==> src/rtl/sram_rr_arbiter.sv <==
`default_nettype none
// ============================================================================
// Module      : sram_rr_arbiter
// Description : Round-robin arbiter sharing one single-port SRAM (1-cycle read
//               latency) between NumReq requesters, with a freeze/drain
//               handshake. Optional macro SRAM_ARB_LOCK_EN adds req_lock_i.
// Revision    : 1.0 - initial release
// ============================================================================
module sram_rr_arbiter #(
  parameter int NumReq    = 2,
  parameter int Depth     = 16,
  parameter int DataWidth = 8,
  parameter int ByteWidth = 8,
  parameter int AddrWidth = $clog2(Depth),
  parameter int BeWidth   = DataWidth / ByteWidth
) (
  input  logic                           clk_i,
  input  logic                           rst_ni,
  input  logic [NumReq-1:0]              req_valid_i,
  output logic [NumReq-1:0]              req_ready_o,
  input  logic [NumReq-1:0]              req_we_i,
  input  logic [NumReq*AddrWidth-1:0]    req_addr_i,
  input  logic [NumReq*BeWidth-1:0]      req_be_i,
  input  logic [NumReq*DataWidth-1:0]    req_wdata_i,
`ifdef SRAM_ARB_LOCK_EN
  input  logic [NumReq-1:0]              req_lock_i,
`endif
  output logic [NumReq-1:0]              rsp_valid_o,
  output logic [DataWidth-1:0]           rsp_rdata_o,
  input  logic                           freeze_i,
  output logic                           frozen_o,
  output logic                           sram_req_o,
  output logic                           sram_we_o,
  output logic [AddrWidth-1:0]           sram_addr_o,
  output logic [BeWidth-1:0]             sram_be_o,
  output logic [DataWidth-1:0]           sram_wdata_o,
  input  logic [DataWidth-1:0]           sram_rdata_i
);

  localparam int IdxWidth = (NumReq > 1) ? $clog2(NumReq) : 1;

  localparam logic [1:0] ST_RUN    = 2'd0;
  localparam logic [1:0] ST_DRAIN  = 2'd1;
  localparam logic [1:0] ST_FROZEN = 2'd2;

  logic [1:0]          state_q, state_d;
  logic [IdxWidth-1:0] ptr_q, ptr_next;
  logic                pend_q;
  logic [IdxWidth-1:0] pend_id_q;
  logic                arb_en;
  logic                found;
  logic [IdxWidth-1:0] gnt_idx;
  logic [IdxWidth-1:0] cand;
`ifdef SRAM_ARB_LOCK_EN
  logic                lock_q;
  logic [IdxWidth-1:0] lock_id_q;
`endif

  // Grants are held off during reset and in the same cycle a freeze is requested.
  assign arb_en = rst_ni && (state_q == ST_RUN) && !freeze_i;

  always_comb begin
    found   = 1'b0;
    gnt_idx = '0;
    cand    = '0;
    if (arb_en) begin
`ifdef SRAM_ARB_LOCK_EN
      if (lock_q) begin
        found   = req_valid_i[lock_id_q];
        gnt_idx = lock_id_q;
      end else begin
`endif
        for (int k = 0; k < NumReq; k++) begin
          cand = IdxWidth'((int'(ptr_q) + k) % NumReq);
          if (!found && req_valid_i[cand]) begin
            found   = 1'b1;
            gnt_idx = cand;
          end
        end
`ifdef SRAM_ARB_LOCK_EN
      end
`endif
    end
  end

  assign ptr_next = IdxWidth'((int'(gnt_idx) + 1) % NumReq);

  always_comb begin
    req_ready_o = '0;
    if (found) req_ready_o[gnt_idx] = 1'b1;
  end

  always_comb begin
    sram_we_o    = 1'b0;
    sram_addr_o  = '0;
    sram_be_o    = '0;
    sram_wdata_o = '0;
    if (found) begin
      sram_we_o    = req_we_i[gnt_idx];
      sram_addr_o  = req_addr_i[int'(gnt_idx)*AddrWidth +: AddrWidth];
      sram_be_o    = req_be_i[int'(gnt_idx)*BeWidth +: BeWidth];
      sram_wdata_o = req_wdata_i[int'(gnt_idx)*DataWidth +: DataWidth];
    end
  end

  assign sram_req_o = found;

  always_comb begin
    rsp_valid_o = '0;
    rsp_rdata_o = '0;
    if (pend_q) begin
      rsp_valid_o[pend_id_q] = 1'b1;
      rsp_rdata_o            = sram_rdata_i;
    end
  end

  // Idle as soon as the last in-flight response has been delivered.
  assign frozen_o = (state_q != ST_RUN) && !pend_q;

  always_comb begin
    state_d = state_q;
    case (state_q)
      ST_RUN:    if (freeze_i) state_d = ST_DRAIN;
      ST_DRAIN:  if (!freeze_i) state_d = ST_RUN;
                 else if (!pend_q) state_d = ST_FROZEN;
      ST_FROZEN: if (!freeze_i) state_d = ST_RUN;
      default:   state_d = ST_RUN;
    endcase
  end

  always_ff @(posedge clk_i or negedge rst_ni) begin
    if (!rst_ni) begin
      state_q   <= ST_RUN;
      ptr_q     <= '0;
      pend_q    <= 1'b0;
      pend_id_q <= '0;
`ifdef SRAM_ARB_LOCK_EN
      lock_q    <= 1'b0;
      lock_id_q <= '0;
`endif
    end else begin
      state_q   <= state_d;
      pend_q    <= found && !req_we_i[gnt_idx];
      pend_id_q <= gnt_idx;
`ifdef SRAM_ARB_LOCK_EN
      if (found) begin
        if (req_lock_i[gnt_idx]) begin
          lock_q    <= 1'b1;
          lock_id_q <= gnt_idx;
        end else begin
          lock_q    <= 1'b0;
          ptr_q     <= ptr_next;
        end
      end else if (freeze_i) begin
        lock_q <= 1'b0;
      end
`else
      if (found) ptr_q <= ptr_next;
`endif
    end
  end

`ifndef SYNTHESIS
  a_onehot_grant: assert property (@(posedge clk_i) disable iff (!rst_ni)
    $onehot0(req_ready_o));
  a_ready_needs_valid: assert property (@(posedge clk_i) disable iff (!rst_ni)
    (req_ready_o & ~req_valid_i) == '0);
  a_grant_only_in_run: assert property (@(posedge clk_i) disable iff (!rst_ni)
    (state_q != ST_RUN) |-> (req_ready_o == '0));
  a_frozen_idle: assert property (@(posedge clk_i) disable iff (!rst_ni)
    frozen_o |-> !pend_q);
  for (genvar i = 0; i < NumReq; i++) begin : g_hold
    a_valid_held: assert property (@(posedge clk_i) disable iff (!rst_ni)
      (req_valid_i[i] && !req_ready_o[i]) |=> req_valid_i[i]);
  end
`endif

endmodule
`default_nettype wire
==> config.mk <==
export PLATFORM = sky130hd
export DESIGN_NAME = sram_rr_arbiter
export DESIGN_NICKNAME = d
export VERILOG_FILES = /design/src/rtl/sram_rr_arbiter.sv
export SDC_FILE = /design/constraint.sdc
export NUM_CORES = 1
export LEC_CHECK = 0
export CELL_PAD_IN_SITES_DETAIL_PLACEMENT = 0
export CELL_PAD_IN_SITES_GLOBAL_PLACEMENT = 2
export CORE_MARGIN = 2
export CORE_UTILIZATION = 11
export DETAILED_ROUTE_END_ITERATION = 10
export PLACE_DENSITY_LB_ADDON = 0.1
export SKIP_CTS_REPAIR_TIMING = 1
export SYNTH_ARGS = -nofsm -noshare
export SYNTH_HDL_FRONTEND = slang
export SYNTH_SLANG_ARGS = --single-unit
==> constraint.sdc <==
create_clock -name clk_i -period 2.7 [get_ports clk_i]
set_input_delay 0.54 -clock clk_i [delete_from_list [all_inputs] [get_ports clk_i]]
set_output_delay 0.54 -clock clk_i [all_outputs]
set_load 0.01 [all_outputs]
==> flow_summary.ini <==
[route]
routed_wl_um = 2760
avgRoutedWirePerCell_um = 12.8
ant_nets = 0
drt_pre_antenna_iters = 4
route.vias.total = 855
drc = 0
wl_met1_um = 1060
met3WireLength_um = 255
via_per_inst = 3.96
drt-initial-drc-count = 19
top_layer_used = met3
met2_length_um = 1440

[timing]
worst_slack_ns = 0.115
final.setup.tns_ns = 0
finalHoldViolCount = 0
rsz0062_at_grt = false
post-route-min-period_ns = 2.58
setup_violations = 0
fin_crit_sh_pct = 95.7
finalMaxSlewViolations = 0
hold_slack_ns = 0.356
skew_ns = 0.00254
max_freq_mhz = 387
slew_headroom_pct = 80.7
max_slew.worst_pin.slew_ns = 0.290

[cts]
cts.path.max_buffers = 2
path_clk_slew_ns = 0.03
cts-buffers-inserted = 3
clkLatencyLatePin_ns = 0.22
cts_tree = built
cts.sinks = 5
htree_levels = 1
cts_root_buf = clkbuf_8

[yosys]
synth_xor_area_share_pct = 0
synth_top_area_cell = dfrtp_1
synth_nets = 114
synth_cell_types = 21
synthArstFlopShare_pct = 100
ys.flop_type = dfrtp_1
synth_area_leaders = dfrtp_1 (23%), a32oi_1 (23%), nor2_1 (15%)
synth_common_cells = nor2_1 (21), a32oi_1 (14), and2_1 (9)
ys_ff_latch = 5
yosys_warnings = 0
seq_area_frac_synth_pct = 23.3
synth_adder_area_share_pct = 0
syn_area_um2 = 538
synth_area_per_cell_um2 = 7.37
synth_compound_area_share_pct = 27.7
synth_top_family_by_area = simple AND/OR/NAND/NOR gates
yosys.area_share.simple_pct = 38.1
synth-edff-count = 0
yosysMostFrequentCell = nor2_1
synthesis.instances = 73
synthMuxAreaShare_pct = 1.86
synth_top_area_share_pct = 23.3

[status]
outcome = completed

[critical_path]
path_class = in -> out
start_kind = primary input
worstPathMaxFanout = 18
worstPathArrival_ns = 2.04
end_kind = output port
cp.required_ns = 2.16
reg2reg_to = ptr_q
r2r_cells = 5
reg2reg_from = state_q[0]
r2r_setup_slack_ns = 1.03

[final_layout]
stdcell_count = 216
finalNetCount = 191
diodes = 0
final_layout_size_suffix_gt1_share_pct = 12.1
area_growth_pct = 172
nFillCells = 505

[global_route]
overflow = 0
grt_pass1_vias = 797
antenna_found_initial = 0
grt_pass1_wl_um = 3620
grt.total_usage_pct = 8.54
grt_max_degree = 21

[power_and_ir_drop]
power_density_mw_per_mm2 = 341
combPwrFrac_pct = 50.9
max-vdd-ir-drop_v = 0.0000950
internal_power_mw = 0.339
p_sw_share_pct = 32.1
p_seq_share_pct = 22.1
clockPowerShare_pct = 27.0
power.leakage_nw = 0.824
p_sw_mw = 0.161

[floorplanning]
core_mm2 = 0.00472
row_count = 25
initial_utilization_pct = 11.4
fp.dieH_um = 73.9
die_area_mm2 = 0.00547
ios = 69
die_w_um = 73.9

[placement]
finalWeightedCongestion = 0.610
dp_slack_ns = -0.205
port_buffers = 68
placed_cells = 209
dp_hpwl_um = 1910

[job]
maxCapViolations = 0

[min_path]
hold_path_class = in -> async
-- worst max path at each step --
stage / slack, ns / endpoint / cells after the start / from
after global placement: -0.22 / req_ready_o[1] / 4 / rst_ni
after detailed placement: -0.20 / req_ready_o[1] / 4 / rst_ni
after floorplan: 0.70 / sram_addr_o[1] / 5 / req_valid_i[1]
after CTS: -0.21 / req_ready_o[1] / 4 / rst_ni
after global routing: 0.03 / sram_req_o / 5 / req_valid_i[1]
final: 0.12 / sram_req_o / 5 / req_valid_i[1]
-- cell type report --
class | instances | area [um2] | area share [%]
repair buffers | 78 | 805 | 54.9
multi-input cells | 61 | 403 | 27.5
flip-flops and latches | 5 | 125 | 8.54
well taps | 67 | 83.8 | 5.72
clock buffers | 4 | 45.0 | 3.07
inverters | 1 | 3.75 | 0.256
-- kinds of logic (layout without fill, tap and decap cells) --
logic type	after synthesis	in the layout
and+or+nand+nor	40	42
AOI/OAI and AO/OA	18	18
buffers and inverters	9	83
muxes	1	1
DFF	5	5
-- layout by cell type (no fill, tap or decap), drive strengths merged --
cell type,count
nor3b,1
a21boi,1
a32oi,14
dlymetal6s2s,18
or4b,3
inv,1
a21oi,1
clkbuf,4
nand2b,2
o21ai,2
clkdlybuf4s50,50
buf,10
nand3b,1
nor2,21
nor2b,4
and2,9
dfrtp,5
nand2,1
mux2i,1
-- power by group through the flow --
| stage | clock network, mW | registers, mW | logic, mW |
|---|---|---|---|
| 4_1_cts | 0.142 | 0.103 | 0.248 |
| 3_5_place_dp | 0 | 0.104 | 0.247 |
| 5_1_grt | 0.146 | 0.113 | 0.280 |
| 6_report | 0.135 | 0.110 | 0.254 |
| 3_3_place_gp | 0 | 0.103 | 0.247 |
| 2_1_floorplan | 0 | 0.0983 | 0.115 |
-- critical path: stages --
cell and delay [ns]:
clkdlybuf4s50_1 0.53, buf_4 0.26, nor2_1 0.07, nor2_1 0.08, clkdlybuf4s50_1 0.56
-- stage by stage --
step	util (%)	cell area, um2	total power, mW
2_1_floorplan	-	538	0.213
3_3_place_gp	28.1	1330	0.351
3_5_place_dp	28.1	1330	0.351
4_1_cts	29.0	1370	0.493
5_1_grt	31.0	1470	0.539
6_report	31.0	1470	0.500
-- state kept, by name (all words and copies together), names as in the netlist --
name,count
state_q,2
pend_id_q,1
pend_q,1
ptr_q,1
-- layer usage --
layer,GRT usage [%],up-vias
met4,3.64,0
met3,2.44,0
met2,15.0,51
met5,0,-
li1,-,419
met1,9.66,385
Power figures use the tool's default switching activity.
